--- config.mk ---
export PLATFORM = sky130hd
export DESIGN_NAME = decryption_regfile_master
export DESIGN_NICKNAME = d
export VERILOG_FILES = /design/src/rtl/decryption_regfile_master.sv
export SDC_FILE = /design/constraint.sdc
export NUM_CORES = 1
export LEC_CHECK = 0
export CORE_ASPECT_RATIO = 1.5
export CORE_UTILIZATION = 45
export DETAILED_ROUTE_END_ITERATION = 7
export PLACE_DENSITY = 0.84
export RECOVER_POWER = 100
export REMOVE_ABC_BUFFERS = 1
export SETUP_SLACK_MARGIN = 0.4
export SYNTH_ARGS = -nofsm -noshare
export SYNTH_HDL_FRONTEND = slang
export SYNTH_SLANG_ARGS = --single-unit
--- constraint.sdc ---
create_clock -name clk -period 3.7 [get_ports clk]
set_input_delay 0.74 -clock clk [delete_from_list [all_inputs] [get_ports clk]]
set_output_delay 0.74 -clock clk [all_outputs]
set_load 0.02 [all_outputs]
--- src/rtl/decryption_regfile_master.sv ---
// decryption_regfile_master
// Register-bus initiator for the decryption register file. Takes one access
// command at a time, issues a single-cycle read or write strobe, waits for
// the responder's done (bounded by TIMEOUT cycles) and hands back data and
// status on a valid/ready response port.
module decryption_regfile_master #(
  parameter int addr_witdth = 8,
  parameter int reg_width   = 16,
  parameter int TIMEOUT     = 16
) (
  input  logic                   clk,
  input  logic                   rst_n,
  // command port
  input  logic                   cmd_valid,
  output logic                   cmd_ready,
  input  logic                   cmd_write,
  input  logic [addr_witdth-1:0] cmd_addr,
  input  logic [reg_width-1:0]   cmd_wdata,
  // response port
  output logic                   rsp_valid,
  input  logic                   rsp_ready,
  output logic [reg_width-1:0]   rsp_rdata,
  output logic                   rsp_error,
  output logic                   rsp_timeout,
  // register-file access bus
  output logic [addr_witdth-1:0] addr,
  output logic                   read,
  output logic                   write,
  output logic [reg_width-1:0]   wdata,
  input  logic [reg_width-1:0]   rdata,
  input  logic                   done,
  input  logic                   error
);

  // Counter holds 0..TIMEOUT-1 and stops there, so one spare bit is plenty.
  localparam int CNT_W = $clog2(TIMEOUT) + 1;

  localparam logic [CNT_W-1:0]       CNT_ZERO  = {CNT_W{1'b0}};
  localparam logic [CNT_W-1:0]       CNT_ONE   = {{(CNT_W-1){1'b0}}, 1'b1};
  localparam logic [CNT_W-1:0]       CNT_LAST  = CNT_W'(TIMEOUT - 1);
  localparam logic [reg_width-1:0]   DATA_ZERO = {reg_width{1'b0}};
  localparam logic [addr_witdth-1:0] ADDR_ZERO = {addr_witdth{1'b0}};

  typedef enum logic [1:0] {
    ST_IDLE  = 2'd0,
    ST_ISSUE = 2'd1,
    ST_WAIT  = 2'd2,
    ST_RESP  = 2'd3
  } state_t;

  state_t                 state_q,       state_d;
  logic                   wr_q,          wr_d;
  logic [addr_witdth-1:0] addr_q,        addr_d;
  logic [reg_width-1:0]   wdata_q,       wdata_d;
  logic [CNT_W-1:0]       cnt_q,         cnt_d;
  logic [reg_width-1:0]   rsp_rdata_q,   rsp_rdata_d;
  logic                   rsp_error_q,   rsp_error_d;
  logic                   rsp_timeout_q, rsp_timeout_d;

  // Next-state and capture logic for the access sequencer.
  always_comb begin
    state_d       = state_q;
    wr_d          = wr_q;
    addr_d        = addr_q;
    wdata_d       = wdata_q;
    cnt_d         = cnt_q;
    rsp_rdata_d   = rsp_rdata_q;
    rsp_error_d   = rsp_error_q;
    rsp_timeout_d = rsp_timeout_q;
    case (state_q)
      ST_IDLE: begin
        // cmd_ready is 1 in IDLE, so cmd_valid alone is the handshake.
        if (cmd_valid) begin
          wr_d    = cmd_write;
          addr_d  = cmd_addr;
          wdata_d = cmd_wdata;
          state_d = ST_ISSUE;
        end else begin
          state_d = ST_IDLE;
        end
      end
      ST_ISSUE: begin
        // Strobe cycle; done seen here is deliberately not looked at.
        cnt_d   = CNT_ZERO;
        state_d = ST_WAIT;
      end
      ST_WAIT: begin
        // done has priority over the timeout on the same edge.
        if (done) begin
          rsp_error_d   = error;
          rsp_timeout_d = 1'b0;
          if (!wr_q && !error) begin
            rsp_rdata_d = rdata;
          end else begin
            rsp_rdata_d = DATA_ZERO;
          end
          state_d = ST_RESP;
        end else if (cnt_q == CNT_LAST) begin
          rsp_error_d   = 1'b1;
          rsp_timeout_d = 1'b1;
          rsp_rdata_d   = DATA_ZERO;
          state_d       = ST_RESP;
        end else begin
          cnt_d   = cnt_q + CNT_ONE;
          state_d = ST_WAIT;
        end
      end
      ST_RESP: begin
        if (rsp_ready) begin
          state_d = ST_IDLE;
        end else begin
          state_d = ST_RESP;
        end
      end
      default: begin
        state_d = ST_IDLE;
      end
    endcase
  end

  // State and holding registers; async reset drops any in-flight access.
  always_ff @(posedge clk or negedge rst_n) begin
    if (!rst_n) begin
      state_q       <= ST_IDLE;
      wr_q          <= 1'b0;
      addr_q        <= ADDR_ZERO;
      wdata_q       <= DATA_ZERO;
      cnt_q         <= CNT_ZERO;
      rsp_rdata_q   <= DATA_ZERO;
      rsp_error_q   <= 1'b0;
      rsp_timeout_q <= 1'b0;
    end else begin
      state_q       <= state_d;
      wr_q          <= wr_d;
      addr_q        <= addr_d;
      wdata_q       <= wdata_d;
      cnt_q         <= cnt_d;
      rsp_rdata_q   <= rsp_rdata_d;
      rsp_error_q   <= rsp_error_d;
      rsp_timeout_q <= rsp_timeout_d;
    end
  end

  // Handshakes and strobes decode from state only, so nothing on cmd_*
  // reaches the bus combinationally.
  assign cmd_ready   = (state_q == ST_IDLE);
  assign rsp_valid   = (state_q == ST_RESP);
  assign read        = (state_q == ST_ISSUE) && !wr_q;
  assign write       = (state_q == ST_ISSUE) && wr_q;
  assign addr        = addr_q;
  assign wdata       = wdata_q;
  assign rsp_rdata   = rsp_rdata_q;
  assign rsp_error   = rsp_error_q;
  assign rsp_timeout = rsp_timeout_q;

endmodule

==> results.py, run 1 <==
metrics = {
    "clock_tree": {
        "htreeDepth": 2,
        "clkTransAtPathRegs_ns": 0.09,
        "cts_tree": "yes",
        "cts_resized": 0,
        "cts_buffer_depth": 2,
        "cts_buffers": 5,
        "cts_root_buf": "clkbuf_8",
        "post_cts_buffers": 0,
        "clkLatencyLatePin_ns": 0.30,
        "clock-sinks": 50,
        "ctsHoldBuffers": 0,
    },
    "synthesis": {
        "yosysWarnings": 0,
        "yosys.area_share.xor_xnor_pct": 0,
        "ys_types": 33,
        "synth-compound-area-share_pct": 10.9,
        "synth_top_family_by_area": "multiplexers",
        "muxShareOfSynthArea_pct": 17.9,
        "synthFlopType": "dfrtp_1",
        "syn_inst": 145,
        "synth_edf_count": 0,
        "yosys.area_share.simple_pct": 7.40,
        "synthesis.area_sq_um": 2160,
        "ys_seq_area_share_pct": 57.8,
        "synth.avg_cell_area_sq_um": 14.9,
        "synth-adder-area-share_pct": 1.16,
        "synth.ff_latch_count": 50,
        "synthArstFlopShare_pct": 100,
    },
    "pwr": {
        "clkPwrFrac_pct": 15.3,
        "power.density_nw_per_um2": 813,
        "vdd_drop_max_uv": 376,
        "p_sw_uw": 939,
        "p_leak_nw": 1.39,
        "seqPwrFrac_pct": 38.2,
        "p_sw_share_pct": 37.3,
        "p_int_mw": 1.58,
        "combPwrFrac_pct": 46.5,
    },
    "placement": {
        "place_congestion": 0.873,
        "place_hpwl_um": 3620,
        "numPortBuffers": 92,
        "dp_cells": 292,
    },
    "grt": {
        "grt_use_met3_pct": 2.38,
        "grt_max_degree": 51,
        "antenna_found_initial": 0,
        "grt_use_met2_pct": 36.6,
        "grt_pass1_wl_um": 7940,
        "grt_pass1_vias": 1597,
        "top_usage_layer": "met2",
        "grt.total_usage_pct": 20.9,
        "met1_usage_pct": 25.2,
        "grt-ovfl-total": 0,
    },
    "cells_and_area": {
        "nets": 284,
        "layout-drive-gt1-share_pct": 5.93,
        "instances_no_fill": 300,
        "areaGrowthSynthToFinish_pct": 43.1,
        "diodes": 0,
        "n_fill_cell": 346,
    },
    "timing": {
        "finalHoldViolCount": 0,
        "grt_setup_unrepaired": "false",
        "skew_ns": 0.00489,
        "setup_viol_count_final": 0,
        "slew_viol_final": 17,
        "finalCritPeriodShare_pct": 78.9,
        "hold_slack_ns": 0.486,
        "relSlewSlack_pct": -12.3,
        "fin_crit_ns": 2.92,
        "tightest_slew_ns": 1.67,
        "clock.fmax_mhz": 343,
        "tns_ns": 0,
    },
    "routing": {
        "vias": 1543,
        "first_pass_iters": 4,
        "routedWlPerCell_um": 16.4,
        "routed_wirelength_um": 4910,
        "ant_nets": 0,
        "drt-initial-drc-count": 68,
        "drcViolationCount": 0,
        "viasPerCell": 5.14,
    },
    "floorplanning": {
        "fp.dieH_um": 86.9,
        "rows": 30,
        "die_width_um": 58.6,
        "pin_count": 93,
        "core_sq_um": 4580,
        "die-area_sq_um": 5090,
        "start_util_pct": 47.2,
    },
    "setup_path": {
        "reg2regPathDepth": 3,
        "critPathMaxFanout": 16,
        "worst-setup-path-type": "in -> reg",
        "cp-start-kind": "primary input",
        "cp_data_arrival_time_ns": 3.15,
        "cp_data_required_time_ns": 3.93,
        "end_kind": "flip-flop",
    },
    "run": {
        "maxCapViolCount": 1,
    },
    "status": {
        "violations": "capacitance limit, slew limit",
        "outcome": "complete, but fails checks",
    },
    "hold_path": {
        "min_path_type": "reg -> reg",
        "hold_path_depth": 1,
    },
}
[power groups by stage]
stage          Sequential (mW)  Combinational (mW)  Clock [mW]
4_1_cts                  0.985                1.38       0.394
3_5_place_dp             0.996                1.37           0
6_report                 0.962                1.17       0.385
3_3_place_gp             0.984                1.35           0
5_1_grt                  0.997                1.24       0.416
2_1_floorplan             1.25               0.463           0
[worst paths after layout]
kind | from | to | slack, ns
max in group asynchronous | rst_n | rsp_rdata[13] | 2.39
min in group asynchronous | rst_n | wdata[10] | 0.63
setup / recovery | done | rsp_rdata[7] | 0.78
hold / removal | wdata[0] | wdata[0] | 0.49
hold reg to reg | wdata[0] | wdata[0] | 0.49
setup reg to reg | state_q[1] | wdata[15] | 1.26
[area by class of cell]
cell class	instances	area, sq um	area share, %
Multi-Input combinational cell	84	728	23.5
Timing Repair Buffer	92	916	29.6
Sequential cell	50	1250	40.4
Inverter	2	7.51	0.242
Tap cell	64	80.1	2.59
Clock inverter	3	45.0	1.45
Clock buffer	5	68.8	2.22
[metal layers]
| layer | vias up | wire [um] |
|---|---|---|
| met2 | 56 | 2620 |
| li1 | 704 | - |
| met3 | 12 | 236 |
| met5 | - | 0 |
| met1 | 771 | 1900 |
| met4 | 0 | 156 |
[through the flow]
stage          worst slack, ns  instance area (sq um)  utilization [%]  power, mW
5_1_grt                  0.632                   3100             67.6       2.65
3_5_place_dp              1.35                   3060             66.9       2.36
2_1_floorplan             1.85                   2070                -       1.71
3_3_place_gp              1.41                   3060             66.9       2.33
4_1_cts                   1.12                   3180             69.4       2.76
6_report                 0.781                   3100             67.6       2.52
[cells in the mapped netlist, types with 2 or more instances]
library cell	instances	area, sq um
inv_1	2	7.51
buf_2	3	15.0
nand2b_1	3	18.8
mux2_4	20	300
nor3_1	2	10.0
mux2i_1	2	20.0
dfrtp_1	50	1250
buf_12	2	40.0
a22o_1	16	140
o21ai_1	4	20.0
buf_6	3	33.8
and3_1	2	12.5
mux2_1	6	67.6
a21oi_1	4	20.0
ha_1	2	25.0
nand2_1	6	22.5
o211ai_1	2	15.0
[cells in the final DEF, fill, tap and decap left out, types with 4 or more instances in the layout]
cell             instances
dlygate4sd3_1           47
clkdlybuf4s50_1         44
clkbuf_8                 5
nand2_1                  6
dfrtp_1                 50
a22o_1                  16
mux2_1                  23
a21oi_1                  4
[cells by family (layout without fill, tap and decap cells)]
| kind of cell | Yosys count | in the layout |
|---|---|---|
| muxes | 28 | 28 |
| AOI/OAI and AO/OA | 30 | 30 |
| adders and majority gates | 2 | 2 |
| buffers and inverters | 11 | 102 |
| and+or+nand+nor | 24 | 24 |
| DFF | 50 | 50 |
[critical path: stages]
cell and delay, ns:
dlygate4sd3_1 0.74, nand2b_1 0.12, nor3_1 1.27, a22o_1 0.29
[state kept, by name, summed over array words and instances, names as in the netlist]
register     count
rsp_error        1
wdata           16
addr             8
cnt_q            5
rsp_rdata       16
rsp_timeout      1
wr_q             1
state_q          2
Power figures use the tool's default switching activity.
==> run 2, diff against run 1 <==
Settings changed: CORE_UTILIZATION 45 to 42, PLACE_DENSITY 0.84 to 0.8.
Clock period 3.7 ns to 2.8 ns, I/O delays scaled along.
==> run 2 against run 1 <==
The flow now finishes without violations. Worst setup slack worse by 0.44 ns. Clock power is 13% higher. Via count is 0.39% higher. Sequential share of layout area is 0.19 points higher.
==> results.py, run 2 (synthesis gave the netlist of run 1 again) <==
metrics = {
    "clock_tree": {
        "clock-sinks": 50,
        "clkLatencyLatePin_ns": 0.31,
        "ctsHoldBuffers": 0,
        "post_cts_buffers": 0,
        "cts_buffers": 5,
        "clkTransAtPathRegs_ns": 0.09,
        "cts_buffer_depth": 2,
        "cts_tree": "yes",
        "cts_root_buf": "clkbuf_8",
        "htreeDepth": 2,
    },
    "timing": {
        "clock.fmax_mhz": 407,
        "tightest_slew_ns": 1.38,
        "grt_setup_unrepaired": "false",
        "fin_crit_ns": 2.46,
        "slew_viol_final": 0,
        "skew_ns": 0.0160,
        "setup_viol_count_final": 0,
        "finalCritPeriodShare_pct": 87.8,
        "relSlewSlack_pct": 7.83,
        "finalHoldViolCount": 0,
        "tns_ns": 0,
    },
    "floorplanning": {
        "rows": 31,
        "die_width_um": 60.6,
        "start_util_pct": 44.3,
        "core_sq_um": 4890,
        "fp.dieH_um": 89.9,
        "die-area_sq_um": 5450,
        "pin_count": 93,
    },
    "setup_path": {
        "critPathMaxFanout": 12,
        "end_kind": "primary output",
        "cp_data_required_time_ns": 2.24,
        "slowest_delay_ns": 0.68,
        "cp-start-kind": "flip-flop",
        "cp_data_arrival_time_ns": 1.90,
        "reg2regPathDepth": 5,
        "slowest_stage": "clkdlybuf4s50_1",
        "r2r-start": "cnt_q[0]",
        "r2r_end": "rsp_error",
        "worst-setup-path-type": "reg -> out",
        "worstPathCellList": "nor2_1 > clkdlybuf4s50_1",
        "r2r_setup_slack_ns": 0.56,
    },
    "cells_and_area": {
        "nets": 286,
        "layout_common_cells": "49 x dfrtp_1, 46 x dlygate4sd3_1, 45 x clkdlybuf4s50_1",
        "n_fill_cell": 411,
        "utilization_pct": 63.1,
        "final_area_sq_um": 3090,
        "layout-drive-gt1-share_pct": 6.30,
        "diodes": 0,
        "areaGrowthSynthToFinish_pct": 42.6,
        "final_common_cell": "dfrtp_1",
    },
    "routing": {
        "drcViolationCount": 0,
        "ant_nets": 0,
        "routed_wirelength_um": 4750,
        "routedWlPerCell_um": 15.6,
        "first_pass_iters": 4,
        "vias": 1549,
        "viasPerCell": 5.10,
        "drt-initial-drc-count": 19,
    },
    "grt": {
        "grt_pass1_wl_um": 7680,
        "grt-ovfl-total": 0,
        "grt_pass1_vias": 1565,
        "grt_max_degree": 28,
        "antenna_found_initial": 0,
        "grt.total_usage_pct": 19.1,
    },
    "placement": {
        "place_hpwl_um": 3660,
        "postPlaceCellArea_sq_um": 3080,
        "numPortBuffers": 92,
        "place_congestion": 0.783,
    },
    "status": {
        "outcome": "completed",
    },
    "pwr": {
        "p_leak_nw": 1.38,
        "power.total_mw": 3.23,
        "power.density_nw_per_um2": 1050,
        "vdd_drop_max_uv": 675,
    },
    "hold_path": {
        "min_path_type": "in -> async",
    },
    "run": {
        "maxCapViolCount": 0,
    },
}
## run 2: changes by cell type in the layout (fill, tap and decap cells not counted), sizes merged
cell           before  now
clkbuf              5    8
clkinv              0    2
clkinvlp            2    0
buf                 1    0
bufinv              1    0
clkdlybuf4s50      44   45
dlygate4sd3        47   46
inv                 2    3
## run 2: worst max-delay path by stage
stage               endpoint       start  depth (start not counted)  slack [ns]
2_1_floorplan      rsp_error    cnt_q[0]                          5        0.95
3_3_place_gp    rsp_rdata[6]        done                          4        0.67
3_5_place_dp   rsp_rdata[12]        done                          4        0.64
4_1_cts            cmd_ready  state_q[0]                          2        0.41
5_1_grt            cmd_ready  state_q[0]                          2        0.23
6_report           cmd_ready  state_q[0]                          2        0.34
## run 2: layout make-up
| type | count | area, sq um | area share, % |
|---|---|---|---|
| clock inverters | 3 | 28.8 | 0.933 |
| flip-flops and latches | 50 | 1250 | 40.6 |
| well taps | 66 | 82.6 | 2.68 |
| inverters | 2 | 7.51 | 0.243 |
| repair buffers | 94 | 922 | 29.9 |
| clock buffers | 5 | 68.8 | 2.23 |
| multi-input cells | 84 | 723 | 23.4 |
## run 2: critical path: cells and delay by family (launching register included)
family	cells	cell delay, ns
buffers and inverters	1	0.68
DFF	1	0.53
and+or+nand+nor	1	0.38
## run 2: routing by layer
layer	part of all wire [%]	global-route usage, %	vias to the layer above
met5	0	0	-
met4	2.2	7.58	0
met3	6.7	4.03	8
met2	51	30.4	66
met1	40	24.7	768
li1	-	-	707
## run 2: what timing repair did
| action | CTS | global route |
|---|---|---|
| setup endpoints to repair | 0 | 4 |
| gates resized for setup | 0 | 2 |
| hold endpoints to repair | 0 | 0 |
## run 2: power by group
part           leakage [nW]  internal (mW)  switching (mW)  total [mW]
sequential            0.625           1.06           0.210        1.27
clock                0.0502          0.185           0.250       0.435
combinational         0.709          0.753           0.778        1.53
total                  1.38           2.00            1.24        3.23
## run 2: per-stage QoR
stage | cells | setup slack, ns | hold slack [ns]
after floorplan | 136 | 0.955 | 0.264
after global placement | 296 | 0.669 | 0.417
after detailed placement | 296 | 0.635 | 0.418
after CTS | 304 | 0.405 | 0.0862
after global routing | 304 | 0.231 | 0.189
final | 304 | 0.342 | 0.165
==> run 3, diff against run 2 <==
Settings changed: PLACE_DENSITY 0.8 to 0.82, RECOVER_POWER 100 to default.
==> run 3 against run 2 <==
Design area rose by 3.0%. Die area unchanged. Fmax is 7.7% higher. Largest power group unchanged. Clock power about the same. Critical path depth stayed put. Routed wire length grew 0.34%. Hold slack got worse by 0.038 ns. Sequential power increased by 4%. Combinational power grew 16%. Worst setup slack improved by 0.18 ns.
==> results.py, run 3 (synthesis gave the netlist of run 1 again) <==
metrics = {
    "status": {
        "outcome": "completed",
    },
    "placement": {
        "numPortBuffers": 92,
        "place_congestion": 0.756,
        "place_hpwl_um": 3670,
    },
    "cells_and_area": {
        "nets": 286,
        "layout_common_cells": "91 x clkdlybuf4s50_1, 48 x dfrtp_1, 20 x mux2_4",
        "layout-drive-gt1-share_pct": 15.5,
        "final_common_cell": "clkdlybuf4s50_1",
        "areaGrowthSynthToFinish_pct": 46.9,
        "diodes": 0,
        "n_fill_cell": 398,
    },
    "pwr": {
        "combPwrFrac_pct": 50.5,
        "p_leak_nw": 1.38,
        "vdd_drop_max_uv": 573,
        "power.density_nw_per_um2": 1110,
        "seqPwrFrac_pct": 37.3,
        "p_sw_share_pct": 35.9,
        "p_sw_mw": 1.27,
        "clkPwrFrac_pct": 12.3,
        "p_int_mw": 2.26,
    },
    "floorplanning": {
        "die-area_sq_um": 5450,
        "start_util_pct": 44.3,
        "core_sq_um": 4890,
        "rows": 31,
        "pin_count": 93,
        "die_width_um": 60.6,
        "fp.dieH_um": 89.9,
    },
    "setup_path": {
        "r2r-start": "cnt_q[0]",
        "cp-start-kind": "flip-flop",
        "reg2regPathDepth": 5,
        "r2r_end": "rsp_error",
        "critPathMaxFanout": 12,
        "end_kind": "primary output",
        "cp_data_arrival_time_ns": 1.72,
        "r2r_setup_slack_ns": 0.71,
        "cp_data_required_time_ns": 2.24,
        "worst-setup-path-type": "reg -> out",
        "crit_start": "state_q[1]",
    },
    "clock_tree": {
        "htreeDepth": 2,
        "post_cts_buffers": 0,
        "clkLatencyLatePin_ns": 0.30,
        "ctsHoldBuffers": 0,
        "clkTransAtPathRegs_ns": 0.09,
        "clock-sinks": 50,
        "cts_buffer_depth": 2,
        "cts_root_buf": "clkbuf_8",
        "cts_tree": "yes",
        "cts_buffers": 5,
        "cts_resized": 0,
    },
    "routing": {
        "first_pass_iters": 4,
        "viasPerCell": 4.97,
        "drt-initial-drc-count": 32,
        "ant_nets": 0,
        "routedWlPerCell_um": 15.7,
        "vias": 1511,
        "routed_wirelength_um": 4770,
        "drcViolationCount": 0,
    },
    "grt": {
        "grt-ovfl-total": 0,
        "grt_max_degree": 26,
        "antenna_found_initial": 0,
        "grt_pass1_vias": 1526,
        "grt_pass1_wl_um": 7560,
        "grt.total_usage_pct": 18.9,
    },
    "timing": {
        "finalCritPeriodShare_pct": 81.5,
        "hold_slack_ns": 0.128,
        "setup_viol_count_final": 0,
        "skew_ns": 0.00877,
        "finalHoldViolCount": 0,
        "tns_ns": 0,
        "tightest_slew_ns": 0.600,
        "grt_setup_unrepaired": "false",
        "relSlewSlack_pct": 59.9,
        "slew_viol_final": 0,
        "fin_crit_ns": 2.28,
        "clock.fmax_mhz": 438,
    },
    "hold_path": {
        "min_path_type": "in -> async",
    },
    "run": {
        "maxCapViolCount": 0,
    },
}
-- run 3: layer usage --
layer	vias to the layer above	track usage (%)	wire, um
li1	706	-	-
met5	-	0	0
met3	9	3.17	157
met1	750	22.5	1890
met2	46	32.1	2590
met4	0	8.71	131
-- run 3: critical path: stages, from the launching register on --
cell and delay (ns):
dfrtp_2 0.50, nor2_2 0.26, clkdlybuf4s50_1 0.66
-- run 3: worst max-delay path by stage --
stage	to	slack (ns)	cells past startpoint
finish	cmd_ready	0.52	2
global placement	rsp_rdata[11]	0.71	4
CTS	cmd_ready	0.45	2
detailed placement	rsp_rdata[0]	0.63	4
global route	cmd_ready	0.42	2
floorplan	rsp_error	0.95	5
-- run 3: cell type report --
class / instances / area (sq um) / share of cell area, %
sequential: 50 / 1250 / 39.4
timing repair buffer: 94 / 931 / 29.3
multi-input combinational: 84 / 808 / 25.4
clock buffer: 7 / 86.3 / 2.72
tap: 66 / 82.6 / 2.60
clock inverter: 1 / 8.76 / 0.276
inverter: 2 / 7.51 / 0.236
-- run 3: metrics by stage --
stage                     instances  cell area (sq um)  util [%]  total power [mW]  setup WS [ns]
after floorplan                 136               2070         -              2.26          0.955
after global placement          296               3080      63.0              3.07          0.705
after detailed placement        296               3080      63.0              3.12          0.627
after CTS                       304               3180      65.0              3.57          0.446
after global routing            304               3180      65.0              3.72          0.416
final                           304               3180      65.0              3.53          0.518
-- run 3: power groups by stage --
stage | combinational [mW] | clock (mW) | sequential [mW]
finish | 1.78 | 0.434 | 1.32
floorplan | 0.612 | 0 | 1.65
global placement | 1.76 | 0 | 1.31
CTS | 1.81 | 0.448 | 1.31
detailed placement | 1.80 | 0 | 1.31
global route | 1.88 | 0.483 | 1.36
